===== src/rtl/core_ctrl_pkg.sv =====
// Shared types for the NPC multi-cycle sequencer.
// State encoding and default widths are reused by the trace monitor.
package core_ctrl_pkg;

    typedef enum logic [3:0] {
        S_RESET   = 4'd0,
        S_IF_REQ  = 4'd1,
        S_IF_WAIT = 4'd2,
        S_DECODE  = 4'd3,
        S_EXEC    = 4'd4,
        S_LS_REQ  = 4'd5,
        S_LS_WAIT = 4'd6,
        S_WB      = 4'd7,
        S_HALT    = 4'd8
    } state_e;

    localparam int TIMEOUT_W_DEF = 8;
    localparam int CNT_W_DEF     = 32;

    function automatic logic is_mem_phase(state_e s);
        return (s == S_IF_REQ) || (s == S_IF_WAIT) ||
               (s == S_LS_REQ) || (s == S_LS_WAIT);
    endfunction

endpackage


===== src/rtl/wait_timer.sv =====
// Memory-wait cycle counter; hit marks the last permitted cycle
// of a request/response phase (limit = 2**W-1 cycles).
module wait_timer #(
    parameter int W = 8
) (
    input  logic clk,
    input  logic rst,
    input  logic clr_i,
    input  logic en_i,
    output logic hit_o
);

    localparam logic [W-1:0] HIT_VAL = {{(W-1){1'b1}}, 1'b0};

    logic [W-1:0] cnt_q;
    logic [W-1:0] cnt_d;

    assign hit_o = (cnt_q == HIT_VAL);

    always_comb begin
        cnt_d = cnt_q;
        if (clr_i) begin
            cnt_d = '0;
        end else if (en_i && !hit_o) begin
            cnt_d = cnt_q + 1'b1;
        end
    end

    always_ff @(posedge clk) begin
        if (rst) begin
            cnt_q <= '0;
        end else begin
            cnt_q <= cnt_d;
        end
    end

endmodule


===== src/rtl/core_ctrl.sv =====
// Multi-cycle sequencer: FETCH -> DECODE -> EXEC -> [MEM] -> WB,
// with memory-wait timeout and sticky halt.
module core_ctrl
    import core_ctrl_pkg::*;
#(
    parameter int TIMEOUT_W = TIMEOUT_W_DEF,
    parameter int CNT_W     = CNT_W_DEF
) (
    input  logic             clk,
    input  logic             rst,
    output logic             if_req_valid,
    input  logic             if_req_ready,
    input  logic             if_resp_valid,
    output logic             if_resp_ready,
    output logic             ir_wen,
    input  logic             dec_mem_ren,
    input  logic             dec_mem_wen,
    input  logic             dec_r_wen,
    input  logic             dec_csr_wen,
    input  logic             dec_halt,
    output logic             ls_req_valid,
    output logic             ls_req_write,
    input  logic             ls_req_ready,
    input  logic             ls_resp_valid,
    output logic             ls_resp_ready,
    output logic             rf_wen,
    output logic             csr_wen,
    output logic             pc_wen,
    output logic             retire,
    output logic [CNT_W-1:0] inst_cnt,
    output logic             halted,
    output logic             timeout
);

    state_e           state_q, state_d;
    logic [CNT_W-1:0] cnt_q, cnt_d;
    logic             halted_q, halted_d;
    logic             timeout_q, timeout_d;
    logic             tmr_en;
    logic             tmr_hit;

    // Counting only in memory phases also clears on every phase entry.
    assign tmr_en = is_mem_phase(state_q);

    wait_timer #(
        .W(TIMEOUT_W)
    ) u_timer (
        .clk  (clk),
        .rst  (rst),
        .clr_i(!tmr_en),
        .en_i (tmr_en),
        .hit_o(tmr_hit)
    );

    assign inst_cnt = cnt_q;
    assign halted   = halted_q;
    assign timeout  = timeout_q;

    always_comb begin
        state_d       = state_q;
        cnt_d         = cnt_q;
        halted_d      = halted_q;
        timeout_d     = timeout_q;
        if_req_valid  = 1'b0;
        if_resp_ready = 1'b0;
        ir_wen        = 1'b0;
        ls_req_valid  = 1'b0;
        ls_req_write  = 1'b0;
        ls_resp_ready = 1'b0;
        rf_wen        = 1'b0;
        csr_wen       = 1'b0;
        pc_wen        = 1'b0;
        retire        = 1'b0;
        unique case (state_q)
            S_RESET: begin
                state_d = S_IF_REQ;
            end
            S_IF_REQ: begin
                if_req_valid = 1'b1;
                if (if_req_ready) begin
                    state_d = S_IF_WAIT;
                end else if (tmr_hit) begin
                    state_d   = S_HALT;
                    timeout_d = 1'b1;
                    halted_d  = 1'b1;
                end
            end
            S_IF_WAIT: begin
                if_resp_ready = 1'b1;
                if (if_resp_valid) begin
                    ir_wen  = 1'b1;
                    state_d = S_DECODE;
                end else if (tmr_hit) begin
                    state_d   = S_HALT;
                    timeout_d = 1'b1;
                    halted_d  = 1'b1;
                end
            end
            S_DECODE: begin
                if (dec_halt) begin
                    state_d  = S_HALT;
                    halted_d = 1'b1;
                end else begin
                    state_d = S_EXEC;
                end
            end
            S_EXEC: begin
                if (dec_mem_ren || dec_mem_wen) begin
                    state_d = S_LS_REQ;
                end else begin
                    state_d = S_WB;
                end
            end
            S_LS_REQ: begin
                ls_req_valid = 1'b1;
                ls_req_write = dec_mem_wen;
                if (ls_req_ready) begin
                    state_d = S_LS_WAIT;
                end else if (tmr_hit) begin
                    state_d   = S_HALT;
                    timeout_d = 1'b1;
                    halted_d  = 1'b1;
                end
            end
            S_LS_WAIT: begin
                ls_resp_ready = 1'b1;
                if (ls_resp_valid) begin
                    state_d = S_WB;
                end else if (tmr_hit) begin
                    state_d   = S_HALT;
                    timeout_d = 1'b1;
                    halted_d  = 1'b1;
                end
            end
            S_WB: begin
                pc_wen  = 1'b1;
                retire  = 1'b1;
                rf_wen  = dec_r_wen;
                csr_wen = dec_csr_wen;
                cnt_d   = cnt_q + 1'b1;
                state_d = S_IF_REQ;
            end
            S_HALT: begin
                state_d = S_HALT;
            end
            default: begin
                state_d = S_RESET;
            end
        endcase
    end

    always_ff @(posedge clk) begin
        if (rst) begin
            state_q   <= S_RESET;
            cnt_q     <= '0;
            halted_q  <= 1'b0;
            timeout_q <= 1'b0;
        end else begin
            state_q   <= state_d;
            cnt_q     <= cnt_d;
            halted_q  <= halted_d;
            timeout_q <= timeout_d;
        end
    end

endmodule

===== config.mk =====
export PLATFORM = sky130hd
export DESIGN_NAME = core_ctrl
export DESIGN_NICKNAME = d
export VERILOG_FILES = /design/src/rtl/core_ctrl_pkg.sv /design/src/rtl/wait_timer.sv /design/src/rtl/core_ctrl.sv
export SDC_FILE = /design/constraint.sdc
export NUM_CORES = 1
export LEC_CHECK = 0
export BUFFER_PORTS_ARGS = -buffer_cell sky130_fd_sc_hd__buf_2
export CORE_MARGIN = 5
export CORE_UTILIZATION = 35
export CTS_CLUSTER_SIZE = 8
export DETAILED_ROUTE_END_ITERATION = 10
export GPL_TIMING_DRIVEN = 0
export SYNTH_ARGS = -nofsm -noshare
export SYNTH_HDL_FRONTEND = slang
export SYNTH_SLANG_ARGS = --single-unit

===== constraint.sdc =====
create_clock -name clk -period 2.5 [get_ports clk]
set_clock_uncertainty 0.15 [all_clocks]
set_input_delay 0.25 -clock clk [delete_from_list [all_inputs] [get_ports clk]]
set_output_delay 0.25 -clock clk [all_outputs]
set_load 0.03 [all_outputs]

==> results of run 1 <==
==> final timing paths <==
check / from / endpoint / cells after the start
setup / recovery: inst_cnt[3] / inst_cnt[30] / 6
hold reg to reg: timeout / timeout / 2
hold / removal: dec_mem_ren / state_q[1] / 3
setup reg to reg: inst_cnt[3] / inst_cnt[30] / 6
==> final cells by class <==
cell class	instances	share of cell area
clock buffer	5	0.0242
sequential	46	0.324
buffer	17	0.0272
timing repair buffer	54	0.0949
multi-input combinational	215	0.469
clock inverter	3	0.00747
inverter	14	0.0184
tap	80	0.0351
==> placed cells by master (no fill, tap or decap), types with 3 or more instances in the layout <==
master    instances
a21oi_1          23
and2_1            5
buf_2            56
clkbuf_1         12
clkbuf_8          5
dfxtp_1          44
ha_1              3
inv_1            13
mux2_2            5
mux2i_1           3
nand2_1          19
nand2b_1          4
nand3_1          12
nand4_1           9
nor2_1           28
nor2b_1           4
nor3_1           10
nor4_1            7
o21ai_0           8
o31ai_1          14
or2_2             3
or3_1             8
or4_1            18
xnor2_1          10
xor2_1            3
==> timing repair <==
item,4_1_cts,5_1_grt
endpoints found under the setup margin,0,10
resized for setup,0,5
endpoints found under the hold margin,0,0
hold buffers,0,0
==> synthesized netlist by cell type (all sizes together), types with 3 or more instances <==
library cell / count / share of area
or4: 19 / 0.061
nand2: 19 / 0.030
nor2: 28 / 0.044
mux2: 5 / 0.024
nand3: 12 / 0.025
nor3: 10 / 0.021
o21ai: 8 / 0.017
or2: 3 / 0.0079
nand2b: 4 / 0.010
xor2: 3 / 0.011
inv: 13 / 0.020
dfxtp: 46 / 0.39
buf: 4 / 0.012
nor2b: 4 / 0.010
clkbuf: 13 / 0.020
and2: 5 / 0.013
o31ai: 14 / 0.044
a21oi: 23 / 0.048
ha: 3 / 0.016
or3: 8 / 0.021
mux2i: 3 / 0.013
xnor2: 10 / 0.037
nor4: 7 / 0.018
nand4: 9 / 0.024
==> worst min-delay path, stage by stage <==
cell      delay [ps]
buf_2             80
o221ai_1          90
and2_1           170
==> per-stage QoR <==
stage	cell area [sq um]	setup TNS [ps]	setup WS (ps)	instances
after floorplan	2380	0	204	292
after global placement	2760	0	91.0	426
after detailed placement	2760	0	96.2	426
after CTS	2850	0	54.6	434
after global routing	2850	-0.0393	-0.0393	434
final	2850	0	147	434
==> where the power goes <==
group          internal, W  switching (W)
registers         0.000741     0.00000810
logic            0.0000407      0.0000742
clock network     0.000197       0.000267
==> sequential cells by signal (all words and copies together), names as in the netlist <==
signal         cells
inst_cnt          32
u_timer.cnt_q      8
state_q            4
halted             1
timeout            1
==> layer usage <==
| layer | wire length, um | GRT usage | vias to the layer above |
|---|---|---|---|
| met3 | 268 | 0.0252 | 4 |
| met5 | 0 | 0 | - |
| li1 | - | - | 1187 |
| met2 | 2660 | 0.224 | 59 |
| met4 | 55 | 0.0495 | 0 |
| met1 | 3020 | 0.190 | 1069 |
==> logic make-up (layout without fill, tap and decap cells) <==
family          Yosys count  count (layout)  share of synthesized area
mux                       8               8                     0.0362
simple gates            132             132                      0.302
fa+ha+maj                 3               3                     0.0157
xor+xnor                 13              13                     0.0477
compound gates           59              59                      0.158
flops                    46              46                      0.386
buf+inv                  31              93                     0.0540
==> impl_summary.txt, run 1 <==
----------------------------------------------------
[Floorplanning]
  Floorplan die height ... roughly 93 um
  Row count ... 30
  Boundary Pins ... 55
  Die Outline Area ... 8560 sq um
  Effective utilization at floorplan ... 0.355
  Die outline width ... 92.5 um
  Placeable core region ... 6720 sq um

[STA]
  Maximum clock frequency ... 0.425 GHz
  Fin crit period ... 2350 ps
  Worst max-slew margin expressed relative to the limit ... 0.677
  Final-report hold violation count ... 0
  Number of max-slew violations in the final report ... 0
  Final setup violating endpoints ... 0
  Post-route worst hold slack ... 182 ps
  Final worst-path cycle share ... 0.941
  Transition at the pin with the smallest max-transition slack ... 485 ps

[Worst setup path]
  Critical path's largest stage delay ... 600 ps
  Slowest CP cell ... or4_1
  Cell-by-cell trace of the critical path ... nand2_1 > or4_1 > clkbuf_1 > buf_2 > o31ai_1 > a21oi_1
  Buf/Inv on CP ... 2
  Start-to-end type of the worst setup path ... reg2reg
  R2r setup slk ... approximately 150 ps
  Arrival time worst endpoint ... 2370 ps
  Required arrival time at the worst endpoint ... 2520 ps
  Critical path launch point type ... flip-flop
  Peak fanout along the critical path ... 10
  Dominant delay contributor by cell family on the critical path ... simple AND/OR/NAND/NOR gates
  Nature of the critical path endpoint ... flip-flop

[Job]
  Max_cap viols ... 0

[CTS]
  Number of H-tree levels ... 2
  Maximum buffer depth of the clock tree ... 2
  TritonCTS clock tree ... done
  Clock-pin slew of the registers on the worst-case setup and hold paths ... 100 ps
  Cell at the root of the clock tree ... clkbuf_8
  Sinks on the clock net ... 46
  Buffers inserted during post-CTS setup optimization ... 0
  Clock latency reported for the late side of the worst-skew pair ... roughly 300 ps
  Number of buffers added by the clock tree synthesis step ... 5

[Synth]
  Sequential fraction of the synthesis area ... 0.386
  Post-synthesis average cell area ... 8.17 sq um
  EDFF count, synth ... 0
  Number of warnings issued by yosys ... 0
  Share of flip-flops with an asynchronous set or reset after synthesis ... 0
  Cell Area, Synth ... 2380 sq um
  Number of instances in the synthesized netlist ... a little under 300
  Total nets after synthesis ... 306
  Top FF cell, synth ... dfxtp_1
  Count of unique library cells instantiated by Yosys ... 43
  Flop and latch count out of synthesis ... 46

[Drt]
  Vias/cell ... ~5.3
  Drt drc ... 0
  First-pass detailed-route iteration total ... 4
  Number of design-rule violations left by the first detailed-router iteration ... 92
  Antenna violation net count after detailed routing ... 0
  Total length of routed wires ... 6000 um
  Drt wl/cell ... 13.8 um
  Routed via count ... 2319

[Global route]
  Vias in the first global route ... 2189
  Largest net degree at the start of global routing ... 16
  First-pass GRT wire length ... 10000 um
  GRT Total Usage ... 0.140
  Number of antenna violations at the first check in global routing ... 0
  Leftover overflow at the end of global routing ... 0

[Placement]
  HPWL reported at the end of detailed placement ... between 4000 and 5000 um
  Global placer's final weighted congestion ... 0.842
  Total of buffers placed on input and output ports ... 54

[Pwr]
  Overall power after layout ... roughly 0.0013 W
  Leakage power figure ... around 1 nW
  Power density over the cells ... 466 nW/um^2
  Peak supply drop ... 0.183 mV

[Cells and area]
  Area used by multi-input combinational logic ... 1340 sq um
  Utilization of the core after routing ... 0.424
  Diodes inserted ... 0
  Fraction of final layout cells sized beyond drive strength 1 ... 0.223
  Final-stage net count ... 367
  Area added between synthesis and finish ... 19.5%
  Seq. cell area ... 923 sq um
  Fill cell total of the finished layout ... around 700

[Hold path]
  Hold WC Path Type ... in2reg

[Status]
  Run status ... complete, no violations

----------------------------------------------------
No activity file was read; power rests on OpenSTA's default activity.
==> run 2: changes to the inputs <==
--- a/config.mk
+++ b/config.mk
@@ -5,6 +5,7 @@
 export SDC_FILE = /design/constraint.sdc
 export NUM_CORES = 1
 export LEC_CHECK = 0
+export ABC_AREA = 1
 export BUFFER_PORTS_ARGS = -buffer_cell sky130_fd_sc_hd__buf_2
 export CORE_MARGIN = 5
 export CORE_UTILIZATION = 35
==> run 2 against run 1 <==
Effect of this change: sequential share of layout area is 3.6 points lower; utilization is 0.63 points lower; global-route usage is 0.61 points higher; combinational power is 82% higher; sequential power is 2% higher; critical path depth is 1 lower; register-to-register slack better by 530 ps; non-clock buffer count is 11 lower; hold slack worse by 71 ps; routed wire length is 14% higher.
==> impl_summary.txt, run 2 <==
----------------------------------------------------
[STA]
  Worst max-slew margin expressed relative to the limit ... 0.645 (-0.0315)
  Worst path setup slack after routing ... 464 ps (+318 ps)
  Sum of negative setup slack ... 0 ps (unchanged)
  Final worst-path cycle share ... 0.814 (-0.127)
  Final-report hold violation count ... 0 (unchanged)
  Fin crit period ... 2040 ps (-318 ps)
  Final setup violating endpoints ... 0 (unchanged)
  Number of max-slew violations in the final report ... 0 (unchanged)
  Transition at the pin with the smallest max-transition slack ... 532 ps (+47.2 ps)
  Unrepaired setup endpoints after global routing ... no
  Maximum clock frequency ... 0.491 GHz (+16%)
  Post-route worst hold slack ... 111 ps (-71.1 ps)

[Cells and area]
  Flip-flop count of the largest register after layout ... 32 (unchanged)
  Fraction of final layout cells sized beyond drive strength 1 ... 0.168 (-0.0555)
  Area used by multi-input combinational logic ... 1460 sq um (+9.2%)
  Final-stage net count ... 509 (+39%)
  Most frequent cells in the layout ... 113 x nand2_1, 74 x inv_1, 65 x nor2_1
  Fill cell total of the finished layout ... 838 (+19%)
  Area added between synthesis and finish ... 17.5%
  Diodes inserted ... 0 (unchanged)
  Utilization of the core after routing ... 0.418 (-0.00632)
  Leading cell type in the layout, fill and taps excluded ... nand2_1
  Seq. cell area ... 921 sq um (-0.27%)

[Synth]
  Post-synthesis simple-gate area fraction ... 0.419 (+0.117)
  Cell type with the largest total area after synthesis ... dfxtp_1
  Yosys top cell area share ... 0.339 (-0.0473)
  Top post-synthesis cells by count ... 113 x nand2_1, 74 x inv_1, 65 x nor2_1, 46 x dfxtp_1, 35 x nand3_1
  EDFF count, synth ... 0 (unchanged)
  Synthesized-area fraction occupied by xor and xnor cells ... 0.0226 (-0.0252)
  Number of warnings issued by yosys ... 0 (unchanged)
  Share of flip-flops with an asynchronous set or reset after synthesis ... 0 (unchanged)
  Post-synthesis adder-cell area fraction ... 0.0138 (-0.00193)
  Number of instances in the synthesized netlist ... 434 (+49%)
  Compound-gate portion of the synthesized area ... 0.0815 (-0.0770)
  Count of unique library cells instantiated by Yosys ... 30 (-30%)
  Top FF cell, synth ... dfxtp_1
  Cell Area, Synth ... 2720 sq um (+14%)
  Most repeated cell in the gate-level netlist after synthesis ... nand2_1
  Post-synthesis mux area share ... 0 (-0.0362)
  Flop and latch count out of synthesis ... 46 (unchanged)
  Combinational family with the most area after synthesis ... simple AND/OR/NAND/NOR gates
  Post-synthesis average cell area ... 6.26 sq um (-23%)
  Sequential fraction of the synthesis area ... 0.339 (-0.0473)
  Biggest area contributors in the synthesized netlist ... dfxtp_1 34%, nand2_1 16%, inv_1 10%, nor2_1 9.0%, nand3_1 6.4%
  Total nets after synthesis ... 448 (+46%)

[Placement]
  Post-place setup slack ... 688 ps (+592 ps)
  Total of buffers placed on input and output ports ... 54 (unchanged)
  Global placer's final weighted congestion ... 0.880 (+4.5%)
  HPWL reported at the end of detailed placement ... 5280 um (+21%)

[Global route]
  Number of antenna violations at the first check in global routing ... 0 (unchanged)
  GRT Total Usage ... 0.147 (+0.00610)
  First-pass GRT wire length ... 11900 um (+19%)
  Vias in the first global route ... 2630 (+20%)
  Largest net degree at the start of global routing ... 14 (-2)
  Leftover overflow at the end of global routing ... 0 (unchanged)

[CTS]
  Hold-fix buffer count after cts ... 0 (unchanged)
  TritonCTS clock tree ... done
  Buffers inserted during post-CTS setup optimization ... 0 (unchanged)
  Clock-pin slew of the registers on the worst-case setup and hold paths ... 80 ps (-20 ps)
  Cell at the root of the clock tree ... clkbuf_8
  Sinks on the clock net ... 46 (unchanged)
  Number of gates given a new drive strength after cts ... 0 (unchanged)
  Number of H-tree levels ... 2 (unchanged)
  Maximum buffer depth of the clock tree ... 2 (unchanged)
  Number of buffers added by the clock tree synthesis step ... 5 (unchanged)
  Clock latency reported for the late side of the worst-skew pair ... 300 ps (about the same)

[Worst setup path]
  Nature of the critical path endpoint ... primary output
  Peak fanout along the critical path ... 8 (-2)
  Start-to-end type of the worst setup path ... reg2out
  Required arrival time at the worst endpoint ... 2100 ps (-420 ps)
  Path depth of the worst reg2reg path ... 7 (+1)
  Reg-to-Reg Start ... state_q[2]
  R2r setup slk ... 680 ps (+530 ps)
  Reg-to-reg endpoint ... inst_cnt[19]
  Arrival time worst endpoint ... 1640 ps (-730 ps)
  Worst setup startpoint ... state_q[2]
  Critical path launch point type ... flip-flop

[Drt]
  Drt wl/cell ... 11.4 um (-17%)
  Drt drc ... 0 (unchanged)
  Antenna violation net count after detailed routing ... 0 (unchanged)
  Routed via count ... 2814 (+21%)
  Total length of routed wires ... 6830 um (+14%)
  Number of design-rule violations left by the first detailed-router iteration ... 97 (+5.4%)
  Vias/cell ... 4.71 (-12%)
  First-pass detailed-route iteration total ... 5 (+1)

[Hold path]
  Hold WC Path Type ... in2reg
  Number of instances on the worst hold path ... 4 (+1)
  Endpoint, Worst Hold ... state_q[1]
  HP Start ... dec_mem_ren

[Floorplanning]
  Boundary Pins ... 55 (unchanged)
  Floorplan die height ... 98.1 um (+6.0%)
  Die outline width ... 98.1 um (+6.0%)
  Die Outline Area ... 9630 sq um (+12%)
  Placeable core region ... 7650 sq um (+14%)
  Effective utilization at floorplan ... 0.355 (+0.000432)
  Row count ... 32 (+6.7%)

[Job]
  Max_cap viols ... 0 (unchanged)

[Pwr]
  Leakage power figure ... 1.49 nW (+49%)
  Peak supply drop ... 0.169 mV (-7.8%)
  Overall power after layout ... 0.00141 W (+6.4%)
  Power density over the cells ... 442 nW/um^2 (-5.1%)

[Status]
  Run status ... complete, no violations

----------------------------------------------------
## run 2: cell types whose count changed in the layout (fill, tap and decap cells not counted), moves of 8 or more
| cell | delta |
|---|---|
| or4_1 | -18 |
| or3_1 | -8 |
| nand2_1 | +94 |
| nor2_1 | +37 |
| clkbuf_1 | -9 |
| nand3_1 | +23 |
| o31ai_1 | -14 |
| xnor2_1 | -8 |
| inv_1 | +61 |
## run 2: critical path, cell delays in order (launching register included)
cell and delay [ps]:
dfxtp_1 440, inv_1 90, nor2_1 200, nand2_1 270, nor2_1 150, buf_2 210
## run 2: kinds of logic (layout without fill, tap and decap cells)
kind of cell / after synthesis / after routing
AO/OA/AOI/OAI: 43 / 43
buffers and inverters: 84 / 145
flip-flops: 46 / 46
XOR/XNOR: 7 / 7
adder cells (fa/ha/maj): 3 / 3
AND/OR/NAND/NOR: 251 / 251
## run 2: worst max path at each step
stage	endpoint	slack (ps)
after floorplan	ls_req_write	600
after global placement	inst_cnt[19]	700
after detailed placement	inst_cnt[19]	690
after CTS	csr_wen	440
after global routing	csr_wen	260
final	csr_wen	460
## run 2: layer usage
metal / GRT usage / up-vias / wire (um)
li1: - / 1474 / -
met1: 0.186 / 1266 / 3210
met2: 0.246 / 68 / 3140
met3: 0.0386 / 6 / 405
met4: 0.0394 / 0 / 72
met5: 0 / - / 0
## run 2: where the power goes
part           internal, W  switching (W)
registers         0.000747      0.0000143
logic            0.0000610       0.000148
clock network     0.000188       0.000254
## run 2: area by class of cell
type | instances | area share
clock buffers | 5 | 0.0215
flip-flops and latches | 46 | 0.288
plain buffers | 6 | 0.0145
inverters | 78 | 0.0917
well taps | 102 | 0.0400
clock inverters | 2 | 0.00313
multi-input cells | 304 | 0.456
repair buffers | 54 | 0.0846
## run 2: per-stage QoR
| step | area, sq um | cells |
|---|---|---|
| 4_1_cts | 3190 | 597 |
| 2_1_floorplan | 2720 | 434 |
| 3_3_place_gp | 3120 | 590 |
| 3_5_place_dp | 3120 | 590 |
| 5_1_grt | 3190 | 597 |
| 6_report | 3190 | 597 |
